--- src/rtl/sample_scheduler_pkg.sv ---
// Shared state encodings for the sample scheduler.
// The encodings are visible to the debug port and to anything that decodes it.
package sample_scheduler_pkg;

   localparam int SCHED_STATE_W = 2;

   typedef enum logic [SCHED_STATE_W-1:0] {
      SCHED_IDLE      = 2'd0,
      SCHED_WAIT_BUSY = 2'd1,
      SCHED_WAIT_DONE = 2'd2,
      SCHED_FAULT     = 2'd3
   } sched_state_t;

endpackage

--- src/rtl/sample_scheduler_sat_counter.sv ---
// Saturating up-counter with synchronous clear. Clear beats increment.
// Used for the overrun count and the issue-to-capture latency counter.
module sat_counter #(
   parameter int width = 16
) (
   input  logic             clk,
   input  logic             reset,
   input  logic             clear,
   input  logic             inc,
   output logic [width-1:0] count
);

   always_ff @(posedge clk) begin
      if (reset || clear) begin
         count <= '0;
      end else if (inc && (count != '1)) begin
         count <= count + width'(1);
      end
   end

endmodule

--- src/rtl/sample_scheduler.sv ---
// Holds one ADC sample, issues it to the effect pipeline as a one-cycle tick,
// captures the result for the DAC, and drops to dry passthrough if the pipeline hangs.
module sample_scheduler
   import sample_scheduler_pkg::*;
#(
   parameter int data_width     = 16,
   parameter int timeout_cycles = 4096,
   parameter int stat_width     = 16
) (
   input  logic                     clk,
   input  logic                     reset,
   input  logic [data_width-1:0]    adc_sample,
   input  logic                     adc_valid,
   input  logic                     bypass,
   input  logic                     clear_stats,
   output logic [data_width-1:0]    pipe_in_sample,
   output logic                     pipe_in_valid,
   input  logic                     pipe_ready,
   input  logic [data_width-1:0]    pipe_out_sample,
   output logic [data_width-1:0]    dac_sample,
   output logic                     dac_valid,
   output logic                     busy,
   output logic [stat_width-1:0]    overrun_count,
   output logic [stat_width-1:0]    max_latency,
   output logic                     timeout_error,
   output logic [SCHED_STATE_W-1:0] debug_state
);

   // Handshake: pipe_in_valid is a one-cycle issue pulse, only sent while pipe_ready
   // is high; the pipeline drops pipe_ready while processing and raising it again
   // marks pipe_out_sample valid for capture in that same cycle.

   localparam logic [stat_width-1:0] timeout_last = stat_width'(timeout_cycles - 1);

   sched_state_t            state;
   sched_state_t            state_next;
   logic [data_width-1:0]   slot;
   logic                    pending;
   logic [stat_width-1:0]   lat_ctr;
   logic                    issue;
   logic                    capture;
   logic                    timeout_hit;
   logic                    direct;
   logic                    waiting;
   logic                    overrun;

   always_ff @(posedge clk) begin
      if (reset) begin
         state <= SCHED_IDLE;
      end else begin
         state <= state_next;
      end
   end

   always_comb begin
      state_next  = state;
      issue       = 1'b0;
      capture     = 1'b0;
      timeout_hit = 1'b0;
      direct      = 1'b0;
      waiting     = 1'b0;
      case (state)
         SCHED_IDLE: begin
            if (bypass) begin
               direct = 1'b1;
            end else if (pending && pipe_ready) begin
               issue      = 1'b1;
               state_next = SCHED_WAIT_BUSY;
            end
         end
         SCHED_WAIT_BUSY: begin
            waiting = 1'b1;
            if (lat_ctr >= timeout_last) begin
               timeout_hit = 1'b1;
               state_next  = SCHED_FAULT;
            end else if (!pipe_ready) begin
               state_next = SCHED_WAIT_DONE;
            end
         end
         SCHED_WAIT_DONE: begin
            waiting = 1'b1;
            // A completion that arrives on the last allowed cycle still counts.
            if (pipe_ready) begin
               capture    = 1'b1;
               state_next = SCHED_IDLE;
            end else if (lat_ctr >= timeout_last) begin
               timeout_hit = 1'b1;
               state_next  = SCHED_FAULT;
            end
         end
         SCHED_FAULT: begin
            direct = 1'b1;
         end
         default: begin
            state_next = SCHED_IDLE;
         end
      endcase
   end

   // Overwriting an occupied slot is an overrun, unless that slot leaves this cycle.
   assign overrun = adc_valid && !direct && pending && !issue;

   always_ff @(posedge clk) begin
      if (reset) begin
         slot    <= '0;
         pending <= 1'b0;
      end else if (adc_valid && !direct) begin
         slot    <= adc_sample;
         pending <= 1'b1;
      end else if (issue) begin
         pending <= 1'b0;
      end
   end

   sat_counter #(.width(stat_width)) u_overrun_ctr (
      .clk   (clk),
      .reset (reset),
      .clear (clear_stats),
      .inc   (overrun),
      .count (overrun_count)
   );

   sat_counter #(.width(stat_width)) u_lat_ctr (
      .clk   (clk),
      .reset (reset),
      .clear (issue),
      .inc   (waiting),
      .count (lat_ctr)
   );

   always_ff @(posedge clk) begin
      if (reset) begin
         pipe_in_sample <= '0;
         pipe_in_valid  <= 1'b0;
         dac_sample     <= '0;
         dac_valid      <= 1'b0;
         busy           <= 1'b0;
         timeout_error  <= 1'b0;
         max_latency    <= '0;
      end else begin
         pipe_in_valid <= issue;
         dac_valid     <= 1'b0;
         if (issue) begin
            pipe_in_sample <= slot;
         end
         if (capture) begin
            dac_sample <= pipe_out_sample;
            dac_valid  <= 1'b1;
         end else if (direct && adc_valid) begin
            dac_sample <= adc_sample;
            dac_valid  <= 1'b1;
         end
         if (issue) begin
            busy <= 1'b1;
         end else if (capture || timeout_hit) begin
            busy <= 1'b0;
         end
         if (timeout_hit) begin
            timeout_error <= 1'b1;
         end
         if (clear_stats) begin
            max_latency <= '0;
         end else if (capture && (lat_ctr > max_latency)) begin
            max_latency <= lat_ctr;
         end
      end
   end

   assign debug_state = state;

endmodule

--- config.mk ---
export PLATFORM = sky130hd
export DESIGN_NAME = sample_scheduler
export DESIGN_NICKNAME = d
export VERILOG_FILES = /design/src/rtl/sample_scheduler_pkg.sv /design/src/rtl/sample_scheduler_sat_counter.sv /design/src/rtl/sample_scheduler.sv
export SDC_FILE = /design/constraint.sdc
export NUM_CORES = 1
export LEC_CHECK = 0
export ABC_AREA = 1
export BUFFER_PORTS_ARGS = -buffer_cell sky130_fd_sc_hd__buf_2
export CAP_MARGIN = 10
export CORE_AREA = 2 2 102 104
export DETAILED_ROUTE_END_ITERATION = 16
export DIE_AREA = 0 0 104 106
export PLACE_DENSITY = 0.74
export SETUP_SLACK_MARGIN = 0.4
export SLEW_MARGIN = 5
export SYNTH_ARGS = -nofsm -noshare
export SYNTH_HDL_FRONTEND = slang
export SYNTH_HIERARCHICAL = 1
export SYNTH_SLANG_ARGS = --single-unit
--- constraint.sdc ---
create_clock -name clk -period 2.75 [get_ports clk]
set_input_delay 0.825 -clock clk [delete_from_list [all_inputs] [get_ports clk]]
set_output_delay 0.825 -clock clk [all_outputs]
set_load 0.02 [all_outputs]
==> impl_metrics.toml, run 1 <==
[outcome]
status = "finished, final reports clean"

[yosys]
synthXorXnorAreaFrac_pct = 0
synthCells = 746
synthArstFlopShare_pct = 0
yosys.cell_count.top_type = "nor2_1"
ys_seq_area_share_pct = 39.0
yosys_register_bits = 103
synth_mux_area_share_pct = 0
synth_edf_count = 0
synth_area_leaders = "dfxtp_1 39%, nor2_1 11%, nand2_1 10%, ha_1 5.2%, nand3_1 4.5%"
synth_top_area_share_pct = 39.0
synth_commonest_cells = "160 x nor2_1, 144 x nand2_1, 103 x dfxtp_1"
syn_nets = 806
yosys.cell_types.count = 33
synth_top_area_cell = "dfxtp_1"
synth.cell_area_mm2 = 0.00529
synth_compound_area_share_pct = 11.8
synth_top_family_by_area = "simple AND/OR/NAND/NOR gates"
ys.flop_type = "dfxtp_1"
synthAdderAreaFrac_pct = 5.21
synth.yosys.warnings = 6
synth-simple-area-share_pct = 36.3
syn_avg_cell_area_um2 = 7.08

[timing]
relSlewSlack_pct = 63.7
fin_tns_setup_ns = 0
hold_viol = 0
setup-violations-final = 0
worst_slew_pin_slew_ns = 0.544
layout_min_cycle_time_ns = 2.10
min_period_over_period_pct = 76.3
fmax_ghz = 0.476
clock_skew_ns = 0.0138
drv_slew = 0
rsz0062_at_grt = "false"
holdWs_ns = 0.467

[clock_network]
tritoncts = "built"
worst_skew_pair.late_latency_ns = 0.39
cts-root-buf = "clkbuf_8"
hold_buffers = 0
clk_pin_slew_ns = 0.10
clkSinkCount = 103
cts_buffers = 9
clockBufferDepth = 2
postCtsSetupBuffers = 0
htree_levels = 3

[critical_path]
reg2regPathDepth = 12
r2r_slack_ns = 0.65
r2r_end = "u_overrun_ctr/count[12]"
cp.required_ns = 3.07
crit_start = "debug_state[0]"
cp-start-kind = "register"
cp.arrival_ns = 2.41
cp-endpoint = "u_overrun_ctr/count[12]"
r2r_start = "debug_state[0]"
critPathKind = "register to register"
crit_path_end_kind = "register"
worstPathMaxFanout = 5

[grt]
grt_pass1_wl_um = 20700
grt_start_max_net_pins = 33
grtUsageTotal_pct = 22.5
grt_pass1_vias = 4759
overflow = 0
antenna_found_initial = 0

[pwr]
p_per_area_mw_per_mm2 = 658
peakVddDrop_uv = 446
total_power_mw = 4.03
power_leakage_nw = 2.86

[final_layout]
multi_input_area_mm2 = 0.00283
fin_cells = 992
layout.area.seq_mm2 = 0.00206
syn_to_final_growth_pct = 15.9
fillers = 957
finalInstanceArea_mm2 = 0.00612
antenna_cells = 0
fin_nets = 911
layout-drive-gt1-share_pct = 22.8

[placement]
hpwl_um = 9180
io_buffer_count = 107
place_area_mm2 = 0.00591
place.gp.congestion = 0.909
dp.cells = 976

[drt]
vias = 5073
dr.pass1.iters = 4
drtAntennaViolNets = 0
wl_met1_um = 5560
dr.max_layer_used = "met4"
wl_met3_um = 781
via_per_inst = 5.11
wl_um = 12100
first_iter_violations = 235
met2_wirelength_um = 5580
route.detailed.drc = 0
post_drt_wl_per_cell_um = 12.2

[hold_path]
min_path_cells = 2
hp-class = "register to register"

[floorplan]
die_h_um = 106
dieArea_mm2 = 0.0110
coreArea_mm2 = 0.0100
rows = 37
die_x_um = 104
initial_core_util_pct = 52.9
floorplan.io_pins = 108

[flow_run]
cap_violations = 0
cells in the final DEF (no fill, tap or decap), types with 13 or more instances in the layout:
cell     Yosys  final
a21oi_1     35     35
a31oi_1     17     17
buf_2        6    107
buf_4        8     13
dfxtp_1    103    103
ha_1        22     22
inv_1       51     51
nand2_1    144    144
nand2_2     14     14
nand3_1     48     48
nor2_1     160    159
nor2_2      18     18
o21ai_0     45     45
report_power, final:
| group | switching, mW | internal (mW) | total, mW |
|---|---|---|---|
| clock | 0.602 | 0.364 | 0.967 |
| combinational | 0.802 | 0.392 | 1.19 |
| sequential | 0.137 | 1.73 | 1.87 |
| total | 1.54 | 2.49 | 4.03 |
registers in the layout (all words and copies together) (netlist names):
register / cells
timeout_error: 1
busy: 1
u_lat_ctr/count: 16
debug_state: 2
dac_valid: 1
pipe_in_valid: 1
dac_sample: 16
u_overrun_ctr/count: 16
pending: 1
slot: 16
pipe_in_sample: 16
max_latency: 16
cells by family (layout without fill, tap and decap cells):
logic type | Yosys count | in the layout
AO/OA/AOI/OAI | 116 | 116
flip-flops | 103 | 103
buffers and inverters | 85 | 195
AND/OR/NAND/NOR | 420 | 420
adder cells (fa/ha/maj) | 22 | 22
final cells by class:
class | count | area share [%]
well taps | 136 | 2.78
inverters | 59 | 3.62
repair buffers | 120 | 10.3
multi-input cells | 558 | 46.2
clock inverters | 7 | 1.39
flip-flops and latches | 103 | 33.7
clock buffers | 9 | 2.02
routing by layer:
layer | vias to the layer above | global-route usage [%]
met5 | - | 0
met4 | 0 | 7.63
met3 | 11 | 5.76
met2 | 135 | 38.7
met1 | 2302 | 27.6
li1 | 2625 | -
how the worst min path moves through the flow:
| stage | from | to |
|---|---|---|
| 2_1_floorplan | slot[0] | pipe_in_sample[0] |
| 3_3_place_gp | timeout_error | timeout_error |
| 3_5_place_dp | timeout_error | timeout_error |
| 4_1_cts | timeout_error | timeout_error |
| 5_1_grt | timeout_error | timeout_error |
| 6_report | timeout_error | timeout_error |
per-stage QoR:
step           setup WS, ns  util [%]
2_1_floorplan         0.444         -
3_3_place_gp          0.364      59.1
3_5_place_dp          0.294      59.1
4_1_cts               0.553      61.2
5_1_grt               0.474      61.2
6_report              0.650      61.2
worst max-delay path, stage by stage, from the launching register on:
cell     delay, ns
dfxtp_1       0.38
inv_1         0.09
ha_1          0.24
a21o_1        0.19
nand2_1       0.08
nand2_2       0.07
nor2_4        0.23
inv_2         0.09
nor2_2        0.20
nand2_1       0.10
nor2_1        0.13
o21ai_0       0.10
a21oi_1       0.13
what timing repair did:
item / CTS / global route
gates resized for setup: 0 / 1
endpoints found under the hold margin: 0 / 0
endpoints found under the setup margin: 0 / 3
Power figures use the tool's default switching activity.
==> run 2: changes to the inputs <==
- clock period: 2.75 -> 2 ns (I/O delays scaled with it)
==> impl_metrics.toml, run 2 (same netlist as run 1, synthesis figures left out) <==
[outcome]
status = "finished, final reports clean"

[critical_path]
crit_path_end_kind = "register"
worstPathMaxFanout = 5
cp-start-kind = "register"
critPathKind = "register to register"
crit_top_cell = "nand2_1"
path_cells = "inv_4 -> ha_4 -> nand2_1 -> nand2_1 -> nand3_1 -> nand2_2 -> a21oi_4 -> buf_12 -> nand2_8 -> nand2_8 -> nand2_2 -> nand2_1 -> nor2_1"
cp.required_ns = 2.28
crit_path_top_delay_cell = "dfxtp_4"
cp.arrival_ns = 2.11
critPathMaxStageDelay_ns = 0.37

[placement]
io_buffer_count = 107
place_area_mm2 = 0.00628
hpwl_um = 9860
place.gp.congestion = 0.916

[pwr]
power_leakage_nw = 3.32
p_per_area_mw_per_mm2 = 838
peakVddDrop_uv = 526

[drt]
dr.pass1.iters = 5
first_iter_violations = 422
vias = 5692
drtAntennaViolNets = 0
via_per_inst = 5.45
wl_um = 16200
route.detailed.drc = 0
post_drt_wl_per_cell_um = 15.5

[timing]
layout_min_cycle_time_ns = 1.83
min_period_over_period_pct = 91.6
rsz0062_at_grt = "true"
setup-violations-final = 0
worst_slew_pin_slew_ns = 0.372
clock_skew_ns = 0.0191
fmax_ghz = 0.546
holdWs_ns = 0.474
hold_viol = 0
relSlewSlack_pct = 75.1
drv_slew = 0

[final_layout]
finalInstanceArea_mm2 = 0.00736
fin_nets = 963
layout.area.seq_mm2 = 0.00217
multi_input_area_mm2 = 0.00344
layout-drive-gt1-share_pct = 42.3
syn_to_final_growth_pct = 39.3
fillers = 772
antenna_cells = 0
final_common_cell = "nor2_1"
layout_common_cells = "144 x nor2_1, 121 x nand2_1, 99 x buf_2, 57 x dfxtp_1"

[clock_network]
clk_pin_slew_ns = 0.12
htree_levels = 3
hold_buffers = 0
clockBufferDepth = 2
cts_buffers = 9
worst_skew_pair.late_latency_ns = 0.38
cts-root-buf = "clkbuf_8"
tritoncts = "built"
clkSinkCount = 103

[grt]
antenna_found_initial = 0
grt_pass1_wl_um = 24700
overflow = 0
grtUsageTotal_pct = 27.2
grt_pass1_vias = 5266
grt_start_max_net_pins = 47

[hold_path]
hp-class = "register to register"

[floorplan]
rows = 37
die_h_um = 106
floorplan.io_pins = 108
coreArea_mm2 = 0.0100
die_x_um = 104
dieArea_mm2 = 0.0110
initial_core_util_pct = 52.9

[flow_run]
cap_violations = 0
run 2: cell types whose count changed in the layout (fill, tap and decap cells not counted), sizes merged:
cell / change
clkinv: -1
buf: +46
inv: +2
clkinvlp: -1
nand2: +5
nand4: +1
run 2: power by group:
| part | switching, mW | internal [mW] |
|---|---|---|
| Clock | 0.820 | 0.493 |
| Sequential | 0.209 | 2.38 |
| Combinational | 1.43 | 0.833 |
run 2: layout make-up:
cell class	count	share of cell area, %
clock buffer	9	1.68
clock inverter	7	0.969
inverter	59	3.30
multi-input combinational	564	46.7
sequential	103	29.5
tap	136	2.31
timing repair buffer	166	15.5
run 2: path summary, 6_finish.rpt:
path / startpoint / to / slack, ns / cells after the start
max: max_latency[9] / max_latency[3] / 0.17 / 13
min: timeout_error / timeout_error / 0.47 / 2
max reg2reg: max_latency[9] / max_latency[3] / 0.17 / 13
min reg2reg: timeout_error / timeout_error / 0.47 / 2
run 2: per-stage QoR:
step / util [%] / setup slack (ns) / cells / TNS (ns) / power (mW)
3_5_place_dp: 62.8 / -0.107 / 986 / -0.210 / 4.36
3_3_place_gp: 62.8 / -0.00521 / 986 / -0.00521 / 4.31
2_1_floorplan: - / 0.119 / 746 / 0 / 3.88
4_1_cts: 69.5 / 0.274 / 1030 / 0 / 5.96
5_1_grt: 73.6 / 0.136 / 1044 / 0 / 6.49
6_report: 73.6 / 0.168 / 1044 / 0 / 6.17
run 2: per-layer routing:
metal / wire [um] / track usage [%] / share of wire (%)
met2: 8560 / 50.5 / 53
met3: 703 / 4.11 / 4.4
met4: 420 / 8.30 / 2.6
met1: 6460 / 32.4 / 40
met5: 0 / 0 / 0
run 2: worst max-delay path, delay by kind of cell, from the launching register on:
kind            cells  cell delay (ns)
compound gates      1             0.21
fa+ha+maj           1             0.21
buf+inv             2             0.18
flops               1             0.37
simple gates        9             0.75
run 2: repair_timing:
item	CTS	global route
endpoints found under the setup margin	67	102
gates cloned	5	1
buffers inserted	23	13
resized for setup	62	82
pin swaps	21	28
